**src/rtl/rr_priority_arbiter.sv**
```systemverilog
// Registered request arbiter: fixed MSB-first or rotating round-robin selection,
// holding a one-hot plus binary grant under a valid/ready handshake.
module rr_priority_arbiter #(
   parameter int NUM_REQ = 8,
   localparam int unsigned ID_W = (NUM_REQ > 1) ? $clog2(NUM_REQ) : 1
) (
   input  logic               clk,
   input  logic               rst_n,
   input  logic [NUM_REQ-1:0] req,
   input  logic               rr_en,
   input  logic               gnt_ready,
   output logic               gnt_valid,
   output logic [NUM_REQ-1:0] gnt_onehot,
   output logic [ID_W-1:0]    gnt_id
);

   // A zero-requester arbiter is meaningless; stop at elaboration.
   if (NUM_REQ < 1) begin : g_bad_num_req
      $fatal(1, "rr_priority_arbiter: NUM_REQ must be >= 1");
   end

   typedef enum logic {
      S_IDLE  = 1'b0,
      S_GRANT = 1'b1
   } state_e;

   state_e               state_q, state_d;
   logic [NUM_REQ-1:0]   onehot_q, onehot_d;
   logic [ID_W-1:0]      gnt_id_q, gnt_id_d;
   logic [ID_W-1:0]      last_id_q, last_id_d;

   logic                 accept;
   logic                 load;
   logic                 any_req;
   logic [ID_W-1:0]      win_id;

   assign accept = (state_q == S_GRANT) && gnt_ready;
   assign load   = (state_q == S_IDLE) || gnt_ready;

   // Winner search: walk downward from the reference index, wrapping at NUM_REQ.
   // Fixed mode uses reference 0, which gives a plain MSB-first scan. On an accept
   // edge the reference is the grant being accepted, i.e. the new last_id.
   always_comb begin
      int              base_i;
      int              idx_i;
      logic [ID_W-1:0] idx_v;
      base_i  = 0;
      idx_i   = 0;
      idx_v   = '0;
      win_id  = '0;
      any_req = |req;
      if (rr_en) begin
         base_i = accept ? int'(gnt_id_q) : int'(last_id_q);
      end
      // Iterate farthest-first so the nearest set bit is the last one written.
      for (int k = NUM_REQ; k >= 1; k--) begin
         idx_i = base_i - k;
         if (idx_i < 0) begin
            idx_i = idx_i + NUM_REQ;
         end
         idx_v = ID_W'(idx_i);
         if (req[idx_v]) begin
            win_id = idx_v;
         end
      end
   end

   // State register.
   always_ff @(posedge clk or negedge rst_n) begin
      if (!rst_n) begin
         state_q <= S_IDLE;
      end else begin
         state_q <= state_d;
      end
   end

   // Next state: re-evaluate only at load edges; otherwise hold the grant.
   always_comb begin
      state_d = state_q;
      if (load) begin
         state_d = any_req ? S_GRANT : S_IDLE;
      end
   end

   // Grant payload and round-robin pointer for the next cycle.
   always_comb begin
      gnt_id_d  = gnt_id_q;
      onehot_d  = onehot_q;
      last_id_d = last_id_q;
      if (accept) begin
         last_id_d = gnt_id_q;
      end
      if (load) begin
         gnt_id_d = '0;
         onehot_d = '0;
         if (any_req) begin
            gnt_id_d         = win_id;
            onehot_d[win_id] = 1'b1;
         end
      end
   end

   // Grant payload registers.
   always_ff @(posedge clk or negedge rst_n) begin
      if (!rst_n) begin
         gnt_id_q  <= '0;
         onehot_q  <= '0;
         last_id_q <= '0;
      end else begin
         gnt_id_q  <= gnt_id_d;
         onehot_q  <= onehot_d;
         last_id_q <= last_id_d;
      end
   end

   assign gnt_valid  = (state_q == S_GRANT);
   assign gnt_onehot = onehot_q;
   assign gnt_id     = gnt_id_q;

endmodule

```
**config.mk**
```make
export PLATFORM = sky130hd
export DESIGN_NAME = rr_priority_arbiter
export DESIGN_NICKNAME = d
export VERILOG_FILES = /design/src/rtl/rr_priority_arbiter.sv
export SDC_FILE = /design/constraint.sdc
export NUM_CORES = 1
export LEC_CHECK = 0
export ABC_AREA = 1
export BUFFER_PORTS_ARGS = -buffer_cell sky130_fd_sc_hd__clkbuf_2
export CORE_MARGIN = 4
export CORE_UTILIZATION = 45
export DETAILED_ROUTE_END_ITERATION = 16
export PLACE_DENSITY = 0.71
export RECOVER_POWER = 100
export SLEW_MARGIN = 20
export SYNTH_ARGS = -nofsm -noshare
export SYNTH_HDL_FRONTEND = slang
export SYNTH_SLANG_ARGS = --single-unit
export TNS_END_PERCENT = 5
```
**constraint.sdc**
```tcl
create_clock -name clk -period 2.5 [get_ports clk]
set_clock_uncertainty 0.05 [all_clocks]
set_input_delay 0.375 -clock clk [delete_from_list [all_inputs] [get_ports clk]]
set_output_delay 0.375 -clock clk [all_outputs]
set_load 0.005 [all_outputs]
```
==> reports/summary.txt, run 1 <==
Fill cells: 273
Total Wirelength: 4.03 mm
worst slew pin tran: 520 ps
vias after detailed routing: 1620
run status: completed
Worst VDD drop: 712 uV
Synth Net Count: 250
#FFs+latches synth: 15
Worst Path Required: 2640 ps
initial cell density of the core: 0.476
Die Span Y: 65.1 um
initial drt markers: 66
critical path class: reg -> reg
drt first pass iters: 4
Clock Pin Slew Worst Setup and Hold Paths: 90 ps
sequential-to-total area share from yosys stat: 0.256
maxcap violations: 0
first-pass GRT wire length: 6.18 mm
GP Congestion: 0.940
CTS tree: yes
core footprint: 3080 um^2
fmax: 416 MHz
Post-route DRC: 0
top cells by area, synth: dfrtp_1, nand2_1, nand3_1
# rows: 20
# setup viols final: 0
Setup crit end kind: flip-flop
cell area after synthesis: 1470 um^2
Die Wd: 65.1 um
final hold vios: 0
Die Area: 4240 um^2
top_reg_cell synth: dfrtp_1
Synth Instances: 236
fin nets: 293
DR vias/cell: 5.03
Final ANT Viol Nets: 0
boundary pin count: 24
P&R area growth vs syn: 33.6%
clk sink count: 15
Worst setup SP type: flip-flop
YS warnings: 0
number of buffers created by CTS: 3
H-tree depth: 1
vias in the first global route: 1436
Static Leak: 1.11 nW
relative max-transition margin: 0.650
CP arrival: 2550 ps
Hold Path Class: in -> reg
final period demand of the worst path: 2410 ps
worst skew pair latency: 290 ps
root buffer cell: clkbuf_4
Max Fanout on Critical Path: 7
final worst-path cycle share: 0.963
HPWL after DPL: 2.86 mm
FFs w/ async S/R, synth: 1.00
Distinct cells, synth: 23
synth cell count leaders: nand2_1, nand3_1, inv_1, dfrtp_1, nand2_2
setup ws final: 93.5 ps
post-synthesis average cell area: 6.21 um^2
IO Port Bufs: 23
Pwr Density: 1090 nW/um^2
pin count of the biggest net entering global routing: 16
initial antenna violation count: 0
Diodes inserted: 0
RSZ-0062 raised after global routing: true
fraction of layout cells with a size suffix above 1: 0.363
Synth top area share: 0.256
Clock Tree Buf Depth: 2
cell taking the most area after synthesis: dfrtp_1
grt total ovfl: 0
Setup TNS Final: 0 ps
cell with the most instances after synthesis: nand2_1
all-layer global routing usage: 0.180
Wirelength per Cell: 12.5 um
Post-synth EDFFs: 0
dpl ws: -21.0 ps
Slew Limit Fails: 0
[path summary, 6_finish.rpt]
check	startpoint	endpoint	slack, ps	cells after the start
min reg2reg	gnt_onehot[0]	gnt_onehot[0]	430	2
min	gnt_ready	last_id_q[1]	400	3
max	gnt_valid	gnt_onehot[5]	90	19
max in group asynchronous	rst_n	gnt_valid	1650	2
max reg2reg	gnt_valid	gnt_onehot[5]	90	19
min in group asynchronous	rst_n	gnt_onehot[5]	460	2
[critical path: stages, from the launching register on]
cell,delay [ps]
dfrtp_2,470
nand2_4,130
buf_4,140
nand2_2,60
nand2_4,100
buf_4,160
nand3_2,100
nand3_2,130
nand3_4,90
buf_4,140
nand3_1,80
nand2_1,50
nand2_1,50
nand2_1,40
nand2_1,90
nand2_1,70
nand2_2,130
inv_2,60
nand3_1,90
o21ai_1,60
[sequential cells by signal, indices dropped and copies added, names as in the netlist]
register    count
last_id_q       3
gnt_onehot      8
gnt_valid       1
gnt_id          3
[report_power, final]
group	total [mW]	internal, mW	switching (mW)
logic	1.62	0.618	1.00
registers	0.379	0.330	0.0487
clock network	0.144	0.0596	0.0842
[through the flow]
stage / total power [mW] / std cells / util / instance area [um^2] / hold WS (ps)
global placement: 1.70 / 309 / 0.547 / 1680 / 256
floorplan: 1.39 / 236 / - / 1470 / 29.4
detailed placement: 1.70 / 309 / 0.547 / 1680 / 256
global route: 2.37 / 322 / 0.637 / 1960 / 426
finish: 2.14 / 322 / 0.637 / 1960 / 401
CTS: 1.85 / 314 / 0.559 / 1720 / 398
[logic make-up after synthesis]
group                      Yosys count  share of synthesized area
and+or+nand+nor                    161                      0.538
buffers and inverters               40                      0.114
AOI/OAI and AO/OA                   17                     0.0691
DFF                                 15                      0.256
adders and majority gates            2                     0.0171
xor gates and xnor gates             1                    0.00597
[cell type report]
type	instances	area (um^2)	share of cell area
Timing Repair Buffer	42	277	0.141
Inverter	36	140	0.0715
Multi-Input combinational cell	181	1080	0.553
Tap cell	44	55.1	0.0281
Clock buffer	3	22.5	0.0115
Clock inverter	1	5.00	0.00255
Sequential cell	15	377	0.192
[metal layers]
metal | routed length (um) | track usage | vias up | share of wire
met3 | 183 | 0.0312 | 11 | 0.045
met4 | 86 | 0.0311 | 0 | 0.021
met5 | 0 | 0 | - | 0
met2 | 1950 | 0.300 | 43 | 0.48
met1 | 1810 | 0.247 | 735 | 0.45
li1 | - | - | 831 | -
[timing repair]
action,in CTS,in global routing
setup buffers,0,8
gates resized for setup,0,42
hold buffers,1,0
setup endpoints to repair,0,10
endpoints found under the hold margin,15,0
[layout by cell type (no fill, tap or decap), types with 4 or more instances in the layout]
cell | Yosys | layout
o21ai_0 | 4 | 4
nand3_2 | 4 | 16
nand3_4 | 2 | 4
o21ai_1 | 4 | 4
nand3_1 | 46 | 32
nand2_2 | 12 | 11
a21oi_1 | 6 | 4
nor2_1 | 6 | 5
clkbuf_2 | 0 | 23
inv_1 | 35 | 31
buf_4 | 0 | 16
nand2_1 | 85 | 80
dfrtp_1 | 15 | 14
nand2_4 | 2 | 8
Power figures use the tool's default switching activity.
==> inputs of run 2 (changes only) <==
--- a/config.mk
+++ b/config.mk
@@ -5,12 +5,12 @@
 export SDC_FILE = /design/constraint.sdc
 export NUM_CORES = 1
 export LEC_CHECK = 0
-export ABC_AREA = 1
+export ABC_AREA = 0
 export BUFFER_PORTS_ARGS = -buffer_cell sky130_fd_sc_hd__clkbuf_2
 export CORE_MARGIN = 4
-export CORE_UTILIZATION = 45
+export CORE_UTILIZATION = 52
 export DETAILED_ROUTE_END_ITERATION = 16
-export PLACE_DENSITY = 0.71
+export PLACE_DENSITY = 0.8
 export RECOVER_POWER = 100
 export SLEW_MARGIN = 20
 export SYNTH_ARGS = -nofsm -noshare
==> run 2 against run 1 <==
The flow now finishes with violations (negative setup slack). Sequential share of layout area decreased by 2.9 points. Hold slack improved by 44 ps. Maximum frequency decreased by 29%. Sequential power about the same. Design area increased by 17%. Count of clock-buffer cells in the layout unchanged. Total power increased by 7.1%. Critical path type unchanged.
==> reports/summary.txt, run 2 <==
run status: complete, but fails checks
failing checks: negative setup slack
DR vias/cell: 6.68
HPWL after DPL: 4.05 mm
dpl ws: -1030 ps
Core Util, Final: 0.811
fraction of layout cells with a size suffix above 1: 0.449
vias after detailed routing: 1964
maxcap violations: 0
synth cell count leaders: nand2_1, dfrtp_1, o211ai_1, o31ai_1, nand4_1
cell with the most instances after synthesis: nand2_1
sequential-to-total area share from yosys stat: 0.236
RSZ-0062 raised after global routing: true
clk sink count: 15
final period demand of the worst path: 3370 ps
Static Leak: 1.02 nW
fin nets: 278
Distinct cells, synth: 47
setup ws final: -868 ps
grt total ovfl: 0
#FFs+latches synth: 15
internal power: 1.25 mW
sequential share of power: 0.165
root buffer cell: clkbuf_4
final worst-path cycle share: 1.35
Final ANT Viol Nets: 0
most common cell after layout, fill and taps aside: buf_4
Die Wd: 63.3 um
number of buffers created by CTS: 3
Finished Cell Area: 2290 um^2
CTS tree: yes
Total Wirelength: 5.27 mm
worst slew pin tran: 967 ps
Setup crit end kind: flip-flop
Synth Instances: 185
IO Port Bufs: 23
Post-synth EDFFs: 0
# setup viols final: 11
# rows: 19
post-synthesis average cell area: 8.60 um^2
Diodes inserted: 0
Hold Path Class: reg -> reg
boundary pin count: 24
Worst Path Required: 2650 ps
Worst VDD drop: 575 uV
Wirelength per Cell: 17.9 um
Die Area: 4010 um^2
first-pass GRT wire length: 8.86 mm
P&R area growth vs syn: 44.2%
Area after DPL: 2170 um^2
pin count of the biggest net entering global routing: 16
CP arrival: 3520 ps
Clock Tree Buf Depth: 2
fmax: 297 MHz
YS warnings: 0
top cells by area, synth: dfrtp_1, mux4_2, o211ai_1
core footprint: 2830 um^2
Clock Power Share: 0.062
Worst setup SP type: flip-flop
cell taking the most area after synthesis: dfrtp_1
Post-route DRC: 0
Psw: 1.05 mW
Synth Net Count: 199
initial cell density of the core: 0.563
Clock Pin Slew Worst Setup and Hold Paths: 100 ps
initial antenna violation count: 0
GP Congestion: 0.934
critical path class: reg -> reg
Die Span Y: 63.3 um
initial drt markers: 188
post-CTS setup buffers: 0
final hold vios: 0
Slew Limit Fails: 0
worst skew pair latency: 280 ps
most frequent cells in the layout: buf_4, nand2_1, clkbuf_2, o211ai_1, dfrtp_1
top_reg_cell synth: dfrtp_1
cell area after synthesis: 1590 um^2
vias in the first global route: 1890
Largest register FFs: 8
drt first pass iters: 5
Max Fanout on Critical Path: 5
Logic pwr share: 0.773
sw frac: 0.455
all-layer global routing usage: 0.271
Pwr Density: 1000 nW/um^2
Synth top area share: 0.236
H-tree depth: 1
Setup TNS Final: -8410 ps
FFs w/ async S/R, synth: 1.00
Pwr Total: 2.30 mW
relative max-transition margin: 0.354
-- run 2: critical path: stages, from the launching register on --
cell	delay (ps)
dfrtp_1	430
and4_1	220
a31o_4	240
ha_4	290
mux4_2	340
a311o_1	290
mux4_2	520
nand4_1	90
nand2_1	70
or4_4	530
o31ai_2	210
-- run 2: through the flow --
stage	hold slack, ps	std cells
2_1_floorplan	29.4	185
3_3_place_gp	239	289
3_5_place_dp	247	289
4_1_cts	440	294
5_1_grt	468	294
6_report	445	294
-- run 2: layout make-up --
type	instances	area, um^2
clock buffers	3	22.5
clock inverters	1	5.00
fillers	183	534
inverters	5	18.8
multi-input cells	153	1250
flip-flops and latches	15	375
well taps	31	38.8
repair buffers	86	583
-- run 2: path summary, 6_finish.rpt --
kind                          startpoint            end  slack, ps  cells past startpoint
max reg2reg                    gnt_valid  gnt_onehot[5]       -870                     10
min                        gnt_onehot[0]  gnt_onehot[0]        440                      2
max                            gnt_valid  gnt_onehot[5]       -870                     10
min in group asynchronous          rst_n      gnt_valid        690                      2
min reg2reg                gnt_onehot[0]  gnt_onehot[0]        440                      2
max in group asynchronous          rst_n  gnt_onehot[7]       1210                      2
-- run 2: power groups by stage --
stage	clock [mW]	sequential, mW	combinational (mW)
after floorplan	0	0.395	0.907
after global routing	0.156	0.393	1.92
after global placement	0	0.380	1.50
after CTS	0.141	0.379	1.69
final	0.142	0.380	1.77
after detailed placement	0	0.380	1.58
-- run 2: layer usage --
metal	global-route usage	wire length (um)	vias to the layer above
li1	-	-	896
met1	0.332	2130	927
met2	0.489	2660	123
met3	0.0444	395	18
met4	0.0674	83	0
met5	0	0	-
-- run 2: timing repair --
action                                  CTS  global route
hold buffers                              1             0
resized for setup                        13             7
hold endpoints to repair                 15             0
pin swaps                                 1             0
endpoints found under the setup margin   11            11
-- run 2: kinds of logic (layout without fill, tap and decap cells) --
family / count (synthesis) / count (layout) / synth area share
simple gates: 68 / 68 / 0.221
compound gates: 65 / 65 / 0.304
buf+inv: 17 / 95 / 0.0550
mux: 14 / 14 / 0.146
flops: 15 / 15 / 0.236
xor+xnor: 4 / 4 / 0.0220
fa+ha+maj: 2 / 2 / 0.0157
==> inputs of run 3 (changes only) <==
--- a/config.mk
+++ b/config.mk
@@ -10,6 +10,7 @@
 export CORE_MARGIN = 4
 export CORE_UTILIZATION = 52
 export DETAILED_ROUTE_END_ITERATION = 16
+export MAX_ROUTING_LAYER = met4
 export PLACE_DENSITY = 0.8
 export RECOVER_POWER = 100
 export SLEW_MARGIN = 20
==> run 3 against run 2 <==
The run still ends with negative setup slack left. Core utilization fell by 1.2 points. Total power shrank 2.0%. Maximum frequency down 2.3%. Sequential share of layout area grew 0.24 points. Combinational power decreased by 3%. Critical path depth did not move. Sequential power grew 2%. Die area is the same. Largest power group unchanged.
==> reports/summary.txt, run 3 (synthesized netlist as in run 2, its figures left out) <==
Crit path largest cell delay: 540 ps
Hold Crit Endpoint: gnt_onehot[4]
fmax: 290 MHz
Wirelength per Cell: 18.3 um
pin count of the biggest net entering global routing: 16
Pwr Total: 2.25 mW
CTS tree: yes
maxcap violations: 0
Die Span Y: 63.3 um
relative max-transition margin: 0.389
hold depth: 2
fraction of layout cells with a size suffix above 1: 0.420
Worst setup SP type: flip-flop
CP arrival: 3600 ps
Placed Cells: 290
initial cell density of the core: 0.563
vias after detailed routing: 1963
final worst-path cycle share: 1.38
FF/Latch Area: 375 um^2
Static Leak: 1.01 nW
vias in the first global route: 2077
Fill cells: 187
area occupied by multi-input gates: 1220 um^2
Register-to-Register Setup Slack: -950 ps
Crit-path slowest cell: or4_4
fin cells: 295
HPWL after DPL: 4.24 mm
Largest register FFs: 8
Total Wirelength: 5.41 mm
final period demand of the worst path: 3450 ps
failing checks: negative setup slack
DR vias/cell: 6.65
run status: complete, but fails checks
GP Congestion: 0.938
sw frac: 0.469
Worst R2R End: gnt_onehot[1]
Clock Power Share: 0.066
RSZ-0062 raised after global routing: true
P&R area growth vs syn: 42.1%
core footprint: 2830 um^2
# rows: 19
Clock Pin Slew Worst Setup and Hold Paths: 100 ps
worst skew pair latency: 290 ps
Setup crit end kind: flip-flop
boundary pin count: 24
Hold Path Class: reg -> reg
sequential share of power: 0.172
clk sink count: 15
most common cell after layout, fill and taps aside: buf_4
first-pass GRT wire length: 9.20 mm
Final ANT Viol Nets: 0
Area after DPL: 2180 um^2
Post-route DRC: 0
all-layer global routing usage: 0.293
final hold vios: 0
Worst VDD drop: 527 uV
Pwr Density: 994 nW/um^2
Die Wd: 63.3 um
Diodes inserted: 0
fin nets: 279
initial drt markers: 194
root buffer cell: clkbuf_4
number of buffers created by CTS: 3
Finished Cell Area: 2260 um^2
Logic pwr share: 0.762
most frequent cells in the layout: buf_4, nand2_1, clkbuf_2, o211ai_1, dfrtp_1
setup ws final: -948 ps
Die Area: 4010 um^2
grt total ovfl: 0
HP Start: gnt_onehot[4]
Clock Tree Buf Depth: 2
internal power: 1.19 mW
worst slew pin tran: 915 ps
Max Fanout on Critical Path: 6
Psw: 1.06 mW
# setup viols final: 11
critical-path cell list: and4_1, a31o_4, ha_4, mux4_2, a311o_1, mux4_2, nand4_1, nand2_1, or4_4, o31ai_2
Worst Path Required: 2650 ps
critical path class: reg -> reg
IO Port Bufs: 23
initial antenna violation count: 0
reg2reg start: gnt_valid
Slew Limit Fails: 0
drt first pass iters: 5
cell depth of the worst flop-to-flop path: 10
H-tree depth: 1
Top cell by count, worst path: mux4_2
[run 3: metrics by stage]
step	setup TNS [ps]	util	hold WS, ps	worst slack (ps)
2_1_floorplan	-10780	-	29.4	-1150
3_3_place_gp	-9100	0.770	239	-920
3_5_place_dp	-10380	0.770	261	-1060
4_1_cts	-8620	0.799	448	-886
5_1_grt	-10490	0.800	482	-1050
6_report	-9030	0.800	448	-948
[run 3: what timing repair did]
item,CTS,global route
cloned,0,0
pin swaps,1,0
gates resized for setup,11,4
hold buffers,1,0
endpoints found under the setup margin,11,11
endpoints found under the hold margin,15,0
buffers inserted,0,0
[run 3: per-layer routing]
layer	track usage	up-vias	routed length, um
li1	-	899	-
met1	0.328	923	2140
met2	0.497	111	2730
met3	0.0604	30	369
met4	0.137	0	168
met5	-	-	0
[run 3: layout make-up]
cell class,instances,area share
Sequential cell,15,0.166
Tap cell,31,0.0171
Timing Repair Buffer,87,0.256
Clock buffer,3,0.00996
Multi-Input combinational cell,153,0.541
Clock inverter,1,0.00221
Inverter,5,0.00830
[run 3: power groups by stage]
stage | clock network (mW) | registers (mW) | logic [mW]
6_report | 0.148 | 0.386 | 1.72
5_1_grt | 0.167 | 0.396 | 1.85
4_1_cts | 0.150 | 0.384 | 1.65
3_5_place_dp | 0 | 0.385 | 1.58
3_3_place_gp | 0 | 0.380 | 1.50
2_1_floorplan | 0 | 0.395 | 0.907
[run 3: worst max path at each step]
stage | from | end | depth (start not counted)
floorplan | gnt_valid | gnt_onehot[1] | 15
global placement | gnt_ready | gnt_onehot[7] | 11
detailed placement | gnt_ready | gnt_onehot[5] | 11
CTS | gnt_valid | gnt_onehot[3] | 10
global route | gnt_valid | gnt_onehot[7] | 10
finish | gnt_valid | gnt_onehot[1] | 10
[run 3: critical path, delay by kind of cell (launching register included)]
family                     cells  cell delay [ps]
DFF                            1              440
AOI/OAI and AO/OA              3              770
muxes                          2              850
and+or+nand+nor                4              940
adders and majority gates      1              290
